<file path="config.mk">
export PLATFORM = sky130hd
export DESIGN_NAME = conv_frame_sequencer
export DESIGN_NICKNAME = d
export VERILOG_FILES = /design/src/rtl/conv_frame_sequencer.sv
export SDC_FILE = /design/constraint.sdc
export NUM_CORES = 1
export LEC_CHECK = 0
export ABC_AREA = 1
export CORE_ASPECT_RATIO = 1.5
export CORE_MARGIN = 3
export CORE_UTILIZATION = 60
export CTS_BUF_LIST = sky130_fd_sc_hd__clkbuf_8
export DETAILED_ROUTE_END_ITERATION = 8
export PLACE_DENSITY_LB_ADDON = 0.08
export SYNTH_ARGS = -nofsm -noshare
export SYNTH_HDL_FRONTEND = slang
export SYNTH_SLANG_ARGS = --single-unit
</file>
<file path="constraint.sdc">
create_clock -name clk -period 11.21 [get_ports clk]
set_clock_uncertainty 0.15 [all_clocks]
set_input_delay 2.242 -clock clk [delete_from_list [all_inputs] [get_ports clk]]
set_output_delay 2.242 -clock clk [all_outputs]
set_load 0.005 [all_outputs]
</file>
<file path="src/rtl/conv_frame_sequencer.sv">
// Frame sequencer for the 3x3 convolution datapath: latches geometry, gates input
// pixels, tracks window validity through the pipeline and generates tlast/done.
module conv_frame_sequencer #(
  parameter int COL_BITS = 10,
  parameter int ROW_BITS = 10,
  parameter int PIPE_LAT = 4
) (
  input  logic                clk,
  input  logic                rst,
  input  logic                start,
  input  logic [COL_BITS-1:0] cfg_width,
  input  logic [ROW_BITS-1:0] cfg_height,
  input  logic                s_tvalid,
  output logic                s_tready,
  input  logic                m_tready,
  output logic                m_tvalid,
  output logic                m_tlast,
  output logic                ce,
  output logic                lb_wr_en,
  output logic [COL_BITS-1:0] col_idx,
  output logic [ROW_BITS-1:0] row_idx,
  output logic                busy,
  output logic                done,
  output logic                cfg_err
);

  localparam int PW = COL_BITS + ROW_BITS;

  typedef enum logic [1:0] {
    IDLE  = 2'd0,
    RUN   = 2'd1,
    DRAIN = 2'd2,
    DONE  = 2'd3
  } state_t;

  state_t              state_r;
  state_t              state_nxt_s;
  logic [COL_BITS-1:0] w_r;
  logic [ROW_BITS-1:0] h_r;
  logic [COL_BITS-1:0] col_r;
  logic [ROW_BITS-1:0] row_r;
  logic [PW-1:0]       total_r;
  logic [PW-1:0]       out_cnt_r;
  logic [PIPE_LAT-1:0] vld_sr_r;
  logic                cfg_err_r;

  logic                geom_ok_s;
  logic                start_ok_s;
  logic                start_bad_s;
  logic                accept_s;
  logic                win_v_s;
  logic                col_last_s;
  logic                row_last_s;
  logic                out_hs_s;
  logic                last_hs_s;
  logic [PW-1:0]       total_s;

  // Output stall freezes the whole pipeline, including input acceptance.
  assign m_tvalid = vld_sr_r[PIPE_LAT-1];
  assign ce       = !(m_tvalid && !m_tready);
  assign s_tready = (state_r == RUN) && ce;
  assign accept_s = s_tvalid && s_tready;
  assign lb_wr_en = accept_s;
  assign col_idx  = col_r;
  assign row_idx  = row_r;
  assign cfg_err  = cfg_err_r;

  assign geom_ok_s   = (cfg_width >= COL_BITS'(3)) && (cfg_height >= ROW_BITS'(3));
  assign start_ok_s  = (state_r == IDLE) && start && geom_ok_s;
  assign start_bad_s = (state_r == IDLE) && start && !geom_ok_s;
  assign total_s     = PW'(cfg_width - COL_BITS'(2)) * PW'(cfg_height - ROW_BITS'(2));

  // A window is complete only once two full rows and two columns have been seen.
  assign win_v_s    = accept_s && (col_r >= COL_BITS'(2)) && (row_r >= ROW_BITS'(2));
  assign col_last_s = (col_r == w_r - COL_BITS'(1));
  assign row_last_s = (row_r == h_r - ROW_BITS'(1));
  assign out_hs_s   = m_tvalid && m_tready;
  assign m_tlast    = m_tvalid && (out_cnt_r == total_r - PW'(1));
  assign last_hs_s  = m_tlast && m_tready;

  // Next-state and status decode
  always_comb begin
    state_nxt_s = state_r;
    busy        = 1'b0;
    done        = 1'b0;
    case (state_r)
      IDLE: begin
        if (start_ok_s) begin
          state_nxt_s = RUN;
        end else if (start_bad_s) begin
          state_nxt_s = DONE;
        end else begin
          state_nxt_s = IDLE;
        end
      end
      RUN: begin
        busy = 1'b1;
        if (accept_s && col_last_s && row_last_s) begin
          state_nxt_s = DRAIN;
        end else begin
          state_nxt_s = RUN;
        end
      end
      DRAIN: begin
        busy = 1'b1;
        if (last_hs_s || (vld_sr_r == {PIPE_LAT{1'b0}})) begin
          state_nxt_s = DONE;
        end else begin
          state_nxt_s = DRAIN;
        end
      end
      DONE: begin
        done        = 1'b1;
        state_nxt_s = IDLE;
      end
      default: begin
        state_nxt_s = IDLE;
      end
    endcase
  end

  // State, configuration, counters and validity pipeline
  always_ff @(posedge clk) begin
    if (rst) begin
      state_r   <= IDLE;
      w_r       <= {COL_BITS{1'b0}};
      h_r       <= {ROW_BITS{1'b0}};
      col_r     <= {COL_BITS{1'b0}};
      row_r     <= {ROW_BITS{1'b0}};
      total_r   <= {PW{1'b0}};
      out_cnt_r <= {PW{1'b0}};
      vld_sr_r  <= {PIPE_LAT{1'b0}};
      cfg_err_r <= 1'b0;
    end else begin
      state_r <= state_nxt_s;

      if (start_ok_s) begin
        w_r       <= cfg_width;
        h_r       <= cfg_height;
        total_r   <= total_s;
        col_r     <= {COL_BITS{1'b0}};
        row_r     <= {ROW_BITS{1'b0}};
        out_cnt_r <= {PW{1'b0}};
        cfg_err_r <= 1'b0;
      end else begin
        if (start_bad_s) begin
          cfg_err_r <= 1'b1;
        end else begin
          cfg_err_r <= cfg_err_r;
        end
        if (accept_s) begin
          if (col_last_s) begin
            col_r <= {COL_BITS{1'b0}};
            row_r <= row_r + ROW_BITS'(1);
          end else begin
            col_r <= col_r + COL_BITS'(1);
          end
        end else begin
          col_r <= col_r;
        end
        if (out_hs_s) begin
          out_cnt_r <= out_cnt_r + PW'(1);
        end else begin
          out_cnt_r <= out_cnt_r;
        end
      end

      if (ce) begin
        vld_sr_r <= (vld_sr_r << 1) | PIPE_LAT'(win_v_s);
      end else begin
        vld_sr_r <= vld_sr_r;
      end
    end
  end

endmodule

</file>
Yosys cells after proc, flatten, opt, wreduce, memory -nomap -nowiden
Index checks and enable logic that the tools add are counted.
{ "word_totals": {"ff_bits": 87, "latch_bits": 0, "ram_bits": 0, "mem_bits_ro": 0, "input_bits": 25, "output_inout_bits": 28, "elab_cells": 60, "memories": 0} }
{ "classes": {"n_addsub": 8, "multipliers": 1, "div": 0, "magnitude_cmp": 4, "eq_ne": 6, "shift": 0, "n_mux": 8, "n_bitwise": 1, "n_reduce_logical": 23} }
{ "op_table": {"columns": ["op", "count"], "rows": [
  ["$ge 10x2->1 const B", 4],
  ["$sub 10x2->11 const B", 2],
  ["$add 10x1->10 const B", 2],
  ["$add 20x1->20 const B", 1],
  ["$eq 10x10->1", 2],
  ["$eq 20x20->1", 1],
  ["$mul 11x11->20", 1],
  ["$sub 10x1->10 const B", 2],
  ["$sub 20x1->20 const B", 1],
  ["$logic_and 1x1->1", 14],
  ["$mux 10", 1],
  ["$pmux 2 s4", 1],
  ["$mux 2", 3],
  ["$eq 2x2->1 const B", 2],
  ["$logic_not 4->1", 1],
  ["$or 4x1->4", 1],
  ["$reduce_or 2->1", 2],
  ["$logic_not 1->1", 3],
  ["$mux 1", 3],
  ["$eq 2x1->1 const B", 1],
  ["$logic_not 2->1", 1],
  ["$reduce_and 2->1", 1],
  ["$logic_or 1x1->1", 1]
]} }

Depth between registers and ports, before layout
{ "logic_depth": {"word_depth": 9, "depth_mapped": 33} }

Least setup slack after synthesis
No wires, ideal clock.
{ "synth_path": {"path_kind": "input to register", "from": "input port cfg_width[1]", "to": "register total_r[16]", "setup_ns": 0.117, "t_arrival_ns": 7.306, "setup_slack_ns": 3.637, "stages": 25, "path_buffers": 1, "path_cell_list": "inv_1 > clkbuf_1 > ha_1 > nand3_1 > o21ai_0 > nand2_1 > inv_1 > nand2_1 > fa_1 > inv_1 > fa_1 > fa_1 > fa_1 > inv_1 > fa_1 > inv_1 > ha_1 > inv_1 > nor3_1 > nand3_1 > nand3_1 > a21o_1 > o21ai_0 > o221ai_1 > inv_1"} }
{ "synth_via": {"elab_chain_cells": 3, "elab_cells_between_ends": 5} }
{ "synth_lines": {"columns": ["element", "line", "rtl"], "rows": [
  ["start: declaration", "11", "input logic [COL_BITS-1:0] cfg_width,"],
  ["parallel branches: the longest is 3 deep, another holds $mul 11x11->20", null, null],
  ["end signal: assignment", "130", "total_r <= {PW{1'b0}};"],
  ["end signal: assignment", "140", "total_r <= total_s;"],
  ["end: declaration", "42", "logic [PW-1:0] total_r;"]
]} }
Several ways; the timed one is not identified.
A chain may end at the register's enable or synchronous reset.

Worst setup path in the final report
{ "layout_path": {"from": "input port cfg_height[1]", "to": "register total_r[18]"} }
{ "layout_via": {"elab_chain_cells": 3, "elab_cells_between_ends": 5} }
{ "layout_lines": {"columns": ["element", "line", "rtl"], "rows": [
  ["start: declaration", "12", "input logic [ROW_BITS-1:0] cfg_height,"],
  ["parallel branches: the longest is 3 deep, another holds $mul 11x11->20", null, null]
]} }
Several ways; the timed one is not identified.

==> metrics <==
sw frac 50.5%; core outline area 16300 µm²; grt ovf 0; Clock Tree Buf Depth 2; Final ANT Viol Nets 0; YS warnings 0; Hold Slack 340 ps; chip width 111 µm; vias in the first global route 9072; Async S/R FF share, synth 0%; critical path's largest stage delay 870 ps; Die Footprint 18300 µm²; post-placement cell area 10700 µm²; RSZ-0062 raised after global routing false; Inserted Clock Buffers 9; cell family with most CP delay adder cells; cell accounting for the most synthesized area fa_1; vias 9054; pre-CTS setup slack 1960 ps; vias per cell between 5 and 6; area grow syn2layout 9.34%; Crit-path slowest cell clkdlybuf4s50_1; initial antenna violation count 0; Data arrival, critical path 9070 ps; TritonCTS Sinks 87; residual DRC count 0; # setup viols final 0; PwrDens around 180 nW/µm²; setup TNS 0 ps; Inst Count DP 1659; Rows 57; fill count approximately 1500; GP Congestion 1.07; setup slack after layout 2240 ps; setup bufs post-CTS 0; Hold Path Class flop to flop; CP Max Fanout 13; GRT Total Usage 30.3%; Hold Vio Cnt, Final 0; Final HPWL DP 22.0 mm; Crit Path Class input pin to flop; Iter 0 DRT Violations 531; Critical Path Most Common Cell inv_1; Clock Root Buffer clkbuf_8; nets@finish 1655; most frequent cells in the layout 310 x nand2_1, 299 x inv_1, 171 x nor2_1; Final min period 8970 ps; Yosys top cell area share 21.4%; Cells after Synth around 1400; max_cap viols 0; nature of the critical path startpoint input pin; Gate power share 68.3%; clk_lat worst skew 370 ps; Flop pwr share 19.3%; Die Ht between 150 and 200 µm; synthesized flop and latch total 87; share of cells above drive strength 1 4.22%; Routed WL 26.3 mm; Main synth FF type dfxtp_1; final instance area 10900 µm²; I/O pin cnt 53; Post-synth EDFFs 0; largest net degree at the start of global routing 54; Tcrit/Tclk final 80.0%; port bufs 52; Final Non-Filler Cells between 1500 and 2000; register area share after synthesis between 15 and 20%; CTS tree done; P_leak 5.38 nW; Peak VDD IR 0.000129 V; Slew @ Worst Pin 753 ps; Crit path required time roughly 11000 ps; most common cell after layout, fill and taps aside nand2_1; wire per inst 15.7 µm; P_int 0.989 mW; worst setup path start cfg_height[1]; Clock power frac 12.4%; f_max roughly 110 MHz; Post-CTS Resized 0; P_sw 1.01 mW; worst path bufs/invs 8; Reg-to-Reg Start w_r[0]; Pre-Repair DR Iteration Count 5; Max Slew Vio Count 0; htree depth 3; crit end category flop; status finished clean; syn_nets 1606; syn_area_per_cell 7.07 µm²; first-pass GRT wire length 44.5 mm; Slew HR 49.4%; mapped cell area 10000 µm²; min-delay src vld_sr_r[0]; Post-CTS Hold Buffers 0; Initial Utilization 61.5%; Netlist cell types between 40 and 50; Area contributors post-synth fa_1 21%, dfxtp_1 17%, nand2_1 12%, inv_1 11%, ha_1 7.4%; CTS clk-pin slew, worst paths around 90 ps; # diodes 0
## per-layer routing
layer	vias up	track usage (%)	part of all wire [%]
met1	4253	33.7	38
met5	-	0	0
li1	4447	-	-
met2	268	57.1	52
met4	0	15.6	5.8
met3	86	2.69	3.7
## sequential cells by signal, summed over array words and instances, names as in the netlist
register	count
h_r	10
w_r	10
state_r	2
col_idx	10
total_r	20
out_cnt_r	20
cfg_err	1
row_idx	10
vld_sr_r	4
## through the flow
step / power [mW] / utilization, %
2_1_floorplan: 1.45 / -
3_3_place_gp: 1.73 / 65.9
3_5_place_dp: 1.76 / 65.9
4_1_cts: 2.01 / 67.3
5_1_grt: 2.25 / 67.3
6_report: 2.00 / 67.3
## power groups by stage
stage / sequential (mW) / clock [mW] / combinational (mW)
after floorplan: 0.381 / 0 / 1.07
after global placement: 0.392 / 0 / 1.34
after detailed placement: 0.393 / 0 / 1.36
after CTS: 0.386 / 0.253 / 1.37
after global routing: 0.392 / 0.262 / 1.59
final: 0.387 / 0.247 / 1.37
## worst paths after layout
check	depth (start not counted)	slack, ps	endpoint
setup / recovery	25	2240	total_r[18]
hold reg to reg	2	340	vld_sr_r[0]
hold / removal	2	340	vld_sr_r[0]
setup reg to reg	13	8590	row_idx[2]
## synthesized netlist by cell type (3+ instances only)
cell type / n
or2_2: 5
nand3b_1: 3
a21oi_1: 42
nand3_1: 62
o21ai_1: 6
xnor2_1: 19
nor3b_1: 3
nor2_4: 5
o21ai_0: 46
clkinv_1: 3
nor2_2: 7
nor4_1: 8
inv_1: 299
buf_2: 5
nand2_1: 310
dfxtp_1: 87
clkbuf_1: 6
xor2_1: 54
buf_1: 3
o221ai_1: 3
ha_1: 59
nand4_2: 4
a31oi_1: 3
nand2_2: 7
fa_1: 107
o22ai_1: 20
nand4_1: 23
inv_2: 8
nor3_1: 14
nor2_1: 171
## area by class of cell
cell class	count	area, µm²	area share (%)
repair buffers	53	528	4.83
flip-flops and latches	87	1740	15.9
multi-input cells	1003	7030	64.2
clock buffers	9	124	1.13
clock inverters	7	95.1	0.869
well taps	206	258	2.36
inverters	310	1160	10.6
## worst min-delay path, stage by stage (launching register included)
cell,delay (ps)
dfxtp_1,330
nand2_1,60
a21oi_1,50
## cells by family after synthesis
logic type	synth area share [%]
AOI/OAI and AO/OA	7.43
xor gates and xnor gates	6.62
adders and majority gates	28.8
buffers and inverters	12.3
DFF	17.4
and+or+nand+nor	27.4
No activity file was read; power rests on OpenSTA's default activity.
